[config.mk]
export PLATFORM = sky130hd
export DESIGN_NAME = serial_add_ctrl
export DESIGN_NICKNAME = d
export VERILOG_FILES = /design/src/rtl/serial_add_pkg.sv /design/src/rtl/halfadd.sv /design/src/rtl/serial_add_ctrl.sv
export SDC_FILE = /design/constraint.sdc
export NUM_CORES = 1
export LEC_CHECK = 0
export CAP_MARGIN = 5
export CORE_ASPECT_RATIO = 1.4
export CORE_MARGIN = 2
export CORE_UTILIZATION = 45
export CTS_CLUSTER_SIZE = 10
export DETAILED_ROUTE_END_ITERATION = 16
export MAX_ROUTING_LAYER = met4
export PLACE_DENSITY = 0.7
export SLEW_MARGIN = 10
export SYNTH_ARGS = -nofsm -noshare
export SYNTH_HDL_FRONTEND = slang
export SYNTH_SLANG_ARGS = --single-unit
[constraint.sdc]
create_clock -name clk -period 2.55 [get_ports clk]
set_input_delay 0.51 -clock clk [delete_from_list [all_inputs] [get_ports clk]]
set_output_delay 0.51 -clock clk [all_outputs]
set_load 0.05 [all_outputs]
[src/rtl/serial_add_pkg.sv]
// Shared definitions for the bit-serial adder controller: FSM state encoding
// and the default operand width.
package serial_add_pkg;

    typedef enum logic [1:0] {
        IDLE  = 2'd0,
        SHIFT = 2'd1,
        DONE  = 2'd2
    } state_e;

    localparam int DEFAULT_WIDTH = 8;

endpackage

[src/rtl/halfadd.sv]
// Single-bit half adder; two instances form the serial full-adder bit cell.
module halfadd (
    input  logic a,
    input  logic b,
    output logic s,
    output logic c
);

    assign s = a ^ b;
    assign c = a & b;

endmodule

[src/rtl/serial_add_ctrl.sv]
// Bit-serial adder: one operand bit pair per cycle, LSB first, WIDTH cycles per op.
// Define SERIAL_ADD_SUB_EN to add the sub port (a - b via inverted b and carry-in 1).
module serial_add_ctrl
    import serial_add_pkg::*;
#(
    parameter int WIDTH = DEFAULT_WIDTH
) (
    input  logic             clk,
    input  logic             rst_n,
    input  logic             start,
    input  logic [WIDTH-1:0] a,
    input  logic [WIDTH-1:0] b,
`ifdef SERIAL_ADD_SUB_EN
    input  logic             sub,
`endif
    output logic             busy,
    output logic             done,
    output logic [WIDTH-1:0] sum,
    output logic             cout
);

    localparam int CW = $clog2(WIDTH) + 1;
    localparam logic [CW-1:0] LAST_BIT = CW'(WIDTH - 1);

    state_e           state_q, state_d;
    logic [WIDTH-1:0] a_q, a_d;
    logic [WIDTH-1:0] b_q, b_d;
    logic [WIDTH-1:0] sum_q, sum_d;
    logic [CW-1:0]    cnt_q, cnt_d;
    logic             carry_q, carry_d;
    logic             cout_q, cout_d;
    logic             busy_q, busy_d;
    logic             done_q, done_d;
    logic             sub_sel;

    logic             s1, c1, bit_s, c2, bit_c;

`ifdef SERIAL_ADD_SUB_EN
    assign sub_sel = sub;
`else
    assign sub_sel = 1'b0;
`endif

    halfadd u_ha_ab (
        .a (a_q[0]),
        .b (b_q[0]),
        .s (s1),
        .c (c1)
    );

    halfadd u_ha_cin (
        .a (s1),
        .b (carry_q),
        .s (bit_s),
        .c (c2)
    );

    assign bit_c = c1 | c2;

    always_comb begin
        // NOTE: every *_d gets its hold value first so no path through the case infers a latch.
        state_d = state_q;
        a_d     = a_q;
        b_d     = b_q;
        sum_d   = sum_q;
        cnt_d   = cnt_q;
        carry_d = carry_q;
        cout_d  = cout_q;
        busy_d  = busy_q;
        done_d  = 1'b0;

        case (state_q)
            IDLE: begin
                if (start) begin
                    a_d     = a;
                    b_d     = sub_sel ? ~b : b;
                    carry_d = sub_sel;
                    cnt_d   = '0;
                    busy_d  = 1'b1;
                    state_d = SHIFT;
                end
            end
            SHIFT: begin
                a_d     = a_q >> 1;
                b_d     = b_q >> 1;
                sum_d   = {bit_s, sum_q[WIDTH-1:1]};
                carry_d = bit_c;
                cnt_d   = cnt_q + CW'(1);
                if (cnt_q == LAST_BIT) begin
                    cout_d  = bit_c;
                    busy_d  = 1'b0;
                    done_d  = 1'b1;
                    state_d = DONE;
                end
            end
            DONE: begin
                state_d = IDLE;
            end
            default: begin
                busy_d  = 1'b0;
                state_d = IDLE;
            end
        endcase
    end

    // NOTE: sequential state uses non-blocking assignments so all flops update from pre-edge values.
    always_ff @(posedge clk or negedge rst_n) begin
        if (!rst_n) begin
            state_q <= IDLE;
            a_q     <= '0;
            b_q     <= '0;
            sum_q   <= '0;
            cnt_q   <= '0;
            carry_q <= 1'b0;
            cout_q  <= 1'b0;
            busy_q  <= 1'b0;
            done_q  <= 1'b0;
        end else begin
            state_q <= state_d;
            a_q     <= a_d;
            b_q     <= b_d;
            sum_q   <= sum_d;
            cnt_q   <= cnt_d;
            carry_q <= carry_d;
            cout_q  <= cout_d;
            busy_q  <= busy_d;
            done_q  <= done_d;
        end
    end

    assign busy = busy_q;
    assign done = done_q;
    assign sum  = sum_q;
    assign cout = cout_q;

endmodule

After elaboration in Yosys (flattened, before gate mapping)
Cells that the tools add are included.

operators by class
  $add $sub $neg = 1
  multipliers = 0
  div/mod/pow operators = 0
  magnitude comparators = 0
  equal/unequal tests = 5
  shift operators = 0
  muxes and demuxes = 16
  bitwise operators = 6
  reductions and logical operators = 6

operators with widths
  kind                                                 count
  one-hot mux 8 bit (2 select lines)                   2
  two-way mux 8 bit                                    2
  one-hot mux 4 bit (2 select lines)                   1
  AND reduction 2 bit                                  3
  two-way mux 1 bit                                    5
  adder 4 x 1 -> 4 bit, second input constant          1
  equality test 4 x 3 -> 1 bit, second input constant  1
  two-way mux 2 bit                                    2
  two-way mux 4 bit                                    1
  != test 2 bit, second input constant                 2
  one-hot mux 2 bit (2 select lines)                   1
  one-hot mux 1 bit (3 select lines)                   1
  AND reduction 3 bit                                  1
  bitwise AND 1 bit                                    2
  equality test 2 x 1 -> 1 bit, second input constant  1
  equality test 2 bit, second input constant           1
  logical NOT 2 bit                                    1
  one-hot mux 1 bit (2 select lines)                   1
  nonzero test 2 bit                                   1
  bitwise XOR 1 bit                                    2
  NOT 1 bit                                            1
  OR 1 bit                                             1

storage, ports and cells
  register bits = 34
  latch bits = 0
  bits in writable memories = 0
  memory bits (read-only) = 0
  input bits = 19
  output and inout port bits = 11
  word-level logic and storage cells = 43
  memories kept = 0

Logic depth before layout (Yosys ltp)
Gate-level depths: netlist (run 1).

  word-level depth = 4
  gate-level depth with buffers = 5
  mapped depth without buffers = 4

Hierarchy
A second synthesis (run 1) with hierarchy kept.

second synthesis, totals
  cells, all modules = 145
  area total of the unflattened synthesis = 1476.4 um2

modules (own cells, without submodules)
  module           instances  cells each  area each (um2)  sequential area each (um2)
  serial_add_ctrl  1          143         1451.4           850.8
  halfadd          2          1           12.5             0.0

Worst setup path before layout (run 1)
No wires, ideal clock.

  path type = register to register
  start = register cnt_q[0]
  end = register cout_q, in the netlist cout
  setup time = 128 ps
  arrival = 1095 ps
  data required time = 2422 ps
  setup slack = 1328 ps
  cell stages (with the launch flop) = 5
  path buffers = 0
  period minus slack after synthesis = 1222 ps
  cells stage by stage = dfrtp_1 > ha_1 > nand2_1 > nor3_4 > mux2_1

between the ends
  longest elaborated chain between the ends = 2

ends and longest elaborated chain
  element                               line                    text
  from (decl)                           serial_add_ctrl.sv:29   logic [CW-1:0] cnt_q, cnt_d;
  from (signal assigned)                serial_add_ctrl.sv:123  cnt_q <= cnt_d;
  equality test 4 x 3 -> 1 bit          serial_add_ctrl.sv:89   if (cnt_q == LAST_BIT) begin
  AND reduction 2 bit (no source line)  --
  to (signal assigned)                  serial_add_ctrl.sv:125  cout_q <= cout_d;
  to (decl)                             serial_add_ctrl.sv:31   logic cout_q, cout_d;

Every way passes these cells.
A chain may end at the register's enable or synchronous reset.

Worst setup path after layout (run 1)
  start = register busy_q, in the netlist busy
  end = output busy

RTL lines
  element                 line                    text
  from (decl)             serial_add_ctrl.sv:32   logic busy_q, busy_d;
  from (signal assigned)  serial_add_ctrl.sv:126  busy_q <= busy_d;
  to (decl)               serial_add_ctrl.sv:16   output logic busy,

No word-level cell between the ends.

==> impl_metrics.ini, run 1 <==
[global_route]
grt_pass1_wl_um = 4950
gr-usage-all-layers_pct = 18.0
grt_max_degree = 35
first_global_vias = 1147
antenna_found_initial = 0
overflow = 0

[timing]
setup_tns_ns = 0
setup_violations = 0
period_needed_ns = 1.99
worstMarginPinSlew_ns = 0.534
max_freq_mhz = 504
fin_skew_ns = 0.00817
drv_slew = 0
rsz0062_at_grt = no
maxSlewHeadroom_pct = 64.3
period_share_pct = 77.9
hold_viol_final = 0

[critical_path]
r2r-end = cout
cp.depth = 1
cp-startpoint = busy
cp_top_family = buffers and inverters
r2r-start = state_q[0]
worstPathCellList = clkdlybuf4s50_1
slowest_stage = clkdlybuf4s50_1
critPathCaptureType = primary output
crit_path_end = busy
ff2ff_path_depth = 3
crit_fanout = 3
slowest_delay_ns = 0.81
arrival_ns = 1.48
critical_path_class = reg2out
crit_required_ns = 2.04
start_kind = register
crit_buf_inv = 1
ff2ff_setup_slack_ns = 0.94

[cts]
numCtsBuffers = 5
clock-sinks = 34
clk_latency_ns = 0.29
cts.root.buffer_cell = clkbuf_8
clk_pin_slew_ns = 0.06
cts_buffer_depth = 2
cts_max_level = 2
cts_hold_buf = 0
cts_tree = done
cts_setup_buffers = 0
cts_resized = 0

[run_status]
outcome = completed

[synthesis]
netlist_area_sq_mm = 0.00156
synthFlopType = dfrtp_1
syn-mean-instance-area_sq_um = 10.5
yosysMostFrequentCell = nand2_1
yosysUniqueCellTypes = 31
yosysSeqAreaShare_pct = 54.7
synth.largest_area_cell = dfrtp_1
syn_nets = 169
ys_ff_latch = 34
synth-edff-count = 0
synth_cells = 148
yosysWarnings = 0
synthDominantCellAreaShare_pct = 54.7
synthTopCellsByArea = dfrtp_1 55%, nand2_1 8.9%, a22oi_1 6.8%
synth_common_cells = 37 x nand2_1, 34 x dfrtp_1, 15 x o21ai_1, 14 x a22oi_1, 7 x a21oi_1
async_flop_share_pct = 100

[drt]
drc = 0
viasPerCell = 5.32
ant_nets = 0
vias = 1165
first_pass_iters = 4
drtIter0Drc = 20
routed_wl_um = 3090
wl_per_cell_um = 14.1

[die]
coreArea_sq_mm = 0.00335
num_rows = 25
ios = 30
die_area_sq_mm = 0.00395
start_util_pct = 46.5
die_w_um = 53.7
die-height_um = 73.6

[pwr]
total_leakage_power_nw = 0.877
irDropWorstVdd_uv = 638
power_density_mw_per_mm2 = 1240

[finish]
finalInstanceArea_sq_mm = 0.00193
syn2layout_area_growth_pct = 24.2
layout.nets = 200
drive_above_1_share_pct = 10.6
antennaDiodeCount = 0

[placement]
finalWeightedCongestion = 0.726
dp_hpwl_um = 2220
placed_area_sq_mm = 0.00185
io_buffers = 29

[flow_run]
max_cap_viol_count = 0

[hold_path]
hold_class = reg2reg
[sequential cells by signal, summed over array words and instances (netlist names), 2 cells and up]
name / flops
b_q: 8
a_q: 8
cnt_q: 4
sum: 8
state_q: 2
[worst min-delay path by stage]
stage                     startpoint     end  cells past startpoint
after CTS                     b_q[1]  b_q[1]                      2
after global placement        sum[0]  sum[0]                      2
after floorplan                rst_n  a_q[0]                      0
after global routing          b_q[1]  b_q[1]                      2
after detailed placement      b_q[1]  b_q[1]                      2
final                         b_q[1]  b_q[1]                      2
[metrics by stage]
| stage | setup WS, ns | power (mW) | instances | util (%) | hold slack, ns |
|---|---|---|---|---|---|
| floorplan | 1.33 | 1.78 | 148 | - | 0.214 |
| global placement | 0.605 | 2.02 | 212 | 55.4 | 0.460 |
| detailed placement | 0.504 | 2.07 | 212 | 55.4 | 0.472 |
| CTS | 0.544 | 2.44 | 219 | 57.7 | 0.487 |
| global route | 0.520 | 2.58 | 219 | 57.7 | 0.502 |
| finish | 0.564 | 2.40 | 219 | 57.7 | 0.483 |
[layout make-up]
class	instances	area, sq um
fill	303	1420
sequential	34	851
multi-input combinational	104	628
timing repair buffer	33	320
clock buffer	5	68.8
tap	40	50.0
clock inverter	2	10.0
inverter	1	3.75
[metal layers]
layer | GRT usage, % | routed length, um | up-vias
met5 | - | 0 | -
met4 | 7.69 | 52 | 0
met3 | 4.88 | 134 | 7
met2 | 31.3 | 1640 | 29
met1 | 18.4 | 1270 | 558
li1 | - | - | 571
[power by group]
part           internal, mW  total (mW)  switching (mW)
Sequential            0.757       0.947           0.190
Combinational         0.421        1.09           0.667
Clock                 0.183       0.369           0.187
Total                  1.36        2.40            1.04
[kinds of logic after synthesis]
kind of cell / synth area share, %
simple gates: 17.1
buf+inv: 4.91
compound gates: 19.9
fa+ha+maj: 2.09
mux: 1.37
flops: 54.7
[cells in the final DEF (no fill, tap or decap), types with 2 or more instances in the layout]
cell              n
a21oi_1           7
a22o_1            2
a22oi_1          14
and2b_1           6
buf_4             4
clkbuf_8          5
clkdlybuf4s50_1  29
clkinv_2          2
dfrtp_1          34
nand2_1          37
nor2_1            2
nor2b_1           2
o21ai_0           2
o21ai_1          15
o21ai_2           2
Note: power is estimated with default switching activity, not from simulation.
==> run 2: changes to the inputs <==
--- a/config.mk
+++ b/config.mk
@@ -12,7 +12,7 @@
 export CTS_CLUSTER_SIZE = 10
 export DETAILED_ROUTE_END_ITERATION = 16
 export MAX_ROUTING_LAYER = met4
-export PLACE_DENSITY = 0.7
+export PLACE_DENSITY = 0.73
 export SLEW_MARGIN = 10
 export SYNTH_ARGS = -nofsm -noshare
 export SYNTH_HDL_FRONTEND = slang
==> constraint.sdc (replaced) <==
create_clock -name clk -period 1.7 [get_ports clk]
set_input_delay 0.34 -clock clk [delete_from_list [all_inputs] [get_ports clk]]
set_output_delay 0.34 -clock clk [all_outputs]
set_load 0.05 [all_outputs]
==> run 2 against run 1 <==
Compared with the run above:
- via count up 5.0%
- clock skew down 0.0038 ns
- first-iteration DRC count up 130%
- sequential cell count unchanged
- die area unchanged
- sequential power up 50%
- critical path type is now in2reg
==> impl_metrics.ini, run 2 (synthesis results as in run 1) <==
[die]
start_util_pct = 46.5
coreArea_sq_mm = 0.00335
die-height_um = 73.6
num_rows = 25
ios = 30
die_area_sq_mm = 0.00395
die_w_um = 53.7

[timing]
max_freq_mhz = 670
setup_violations = 0
worstMarginPinSlew_ns = 0.616
maxSlewHeadroom_pct = 58.9
whs_ns = 0.456
period_needed_ns = 1.49
hold_viol_final = 0
setup_tns_ns = 0
drv_slew = 0
period_share_pct = 87.8
rsz0062_at_grt = no
fin_skew_ns = 0.00440

[pwr]
total_power_mw = 3.68
total_leakage_power_nw = 0.921
irDropWorstVdd_uv = 1040
power_density_mw_per_mm2 = 1880

[cts]
clk_latency_ns = 0.29
cts_hold_buf = 0
cts_setup_buffers = 0
cts_resized = 0
cts_tree = done
cts.root.buffer_cell = clkbuf_8
cts_buffer_depth = 2
cts_max_level = 2
clk_pin_slew_ns = 0.06
numCtsBuffers = 5
clock-sinks = 34

[critical_path]
crit_buf_inv = 1
slowest_delay_ns = 0.53
arrival_ns = 1.70
critical_path_class = in2reg
worstPathCellList = clkdlybuf4s50_1 -> nor2b_1 -> a22oi_1 -> o21ai_1
crit_fanout = 9
ff2ff_path_depth = 5
cp_top_family = simple AND/OR/NAND/NOR gates
start_kind = input port
critPathCaptureType = register
cp.depth = 4
slowest_stage = nor2b_1
crit_required_ns = 1.91

[hold_path]
hold_class = in2async

[placement]
dp_hpwl_um = 2260
placed_area_sq_mm = 0.00186
finalWeightedCongestion = 0.739
io_buffers = 29

[finish]
finalInstanceArea_sq_mm = 0.00195
drive_above_1_share_pct = 18.9
final_cell_mix = 37 x nand2_1, 34 x dfrtp_1, 20 x buf_4
layout.cells.most_common = nand2_1
layout.nets = 205
fillers = 291
final_util_pct = 58.4
antennaDiodeCount = 0
syn2layout_area_growth_pct = 25.7

[drt]
routed_wl_um = 3110
wl_per_cell_um = 13.8
viasPerCell = 5.44
drc = 0
ant_nets = 0
drtIter0Drc = 45
vias = 1223
first_pass_iters = 4

[global_route]
grt_pass1_wl_um = 5280
first_global_vias = 1239
overflow = 0
antenna_found_initial = 0
grt_max_degree = 35
gr-usage-all-layers_pct = 19.3

[flow_run]
max_cap_viol_count = 0

[run_status]
outcome = completed
-- run 2: cell count changes in the layout (fill, tap and decap cells not counted) --
cell	before	now
buf_4	4	20
clkbuf_1	0	1
clkbuf_8	5	6
clkdlybuf4s50_1	29	18
clkinv_2	2	1
-- run 2: final cells by class --
type,instances,area (sq um),share of cell area (%)
Clock buffer,7,86.3,4.42
Clock inverter,1,5.00,0.256
Inverter,1,3.75,0.192
Timing Repair Buffer,38,330,16.9
Multi-Input combinational cell,104,628,32.1
Tap cell,40,50.0,2.56
Sequential cell,34,851,43.5
-- run 2: power breakdown --
group	internal, mW	leakage, nW	switching (mW)
logic	0.631	0.432	1.01
registers	1.14	0.441	0.284
clock network	0.326	0.0482	0.285
-- run 2: layer usage --
| layer | vias up | routed length, um | share of wire (%) | global-route usage [%] |
|---|---|---|---|---|
| met5 | - | 0 | 0 | - |
| met4 | 0 | 85 | 2.7 | 10.3 |
| met1 | 600 | 1300 | 42 | 20.8 |
| met3 | 8 | 146 | 4.7 | 6.10 |
| met2 | 30 | 1590 | 51 | 30.8 |
| li1 | 585 | - | - | - |
-- run 2: final timing paths --
path,startpoint,slack (ns),to
max,start,0.21,b_q[5]
min,rst_n,0.46,cnt_q[0]
max reg2reg,state_q[1],0.22,a_q[5]
min reg2reg,sum[0],0.48,sum[0]
max in group asynchronous,rst_n,0.95,state_q[0]
min in group clk,sum[0],0.48,sum[0]
-- run 2: per-stage QoR --
stage	setup slack, ns	instances
final	0.208	225
after global routing	0.0897	225
after CTS	0.179	225
after detailed placement	-0.0888	217
after global placement	-0.0416	217
after floorplan	0.478	148
-- run 2: worst register-to-register path, stage by stage, from the launching register on --
cell	delay (ns)
dfrtp_1	0.45
buf_4	0.23
nor2b_1	0.33
buf_4	0.20
a21oi_1	0.07
o21ai_1	0.12
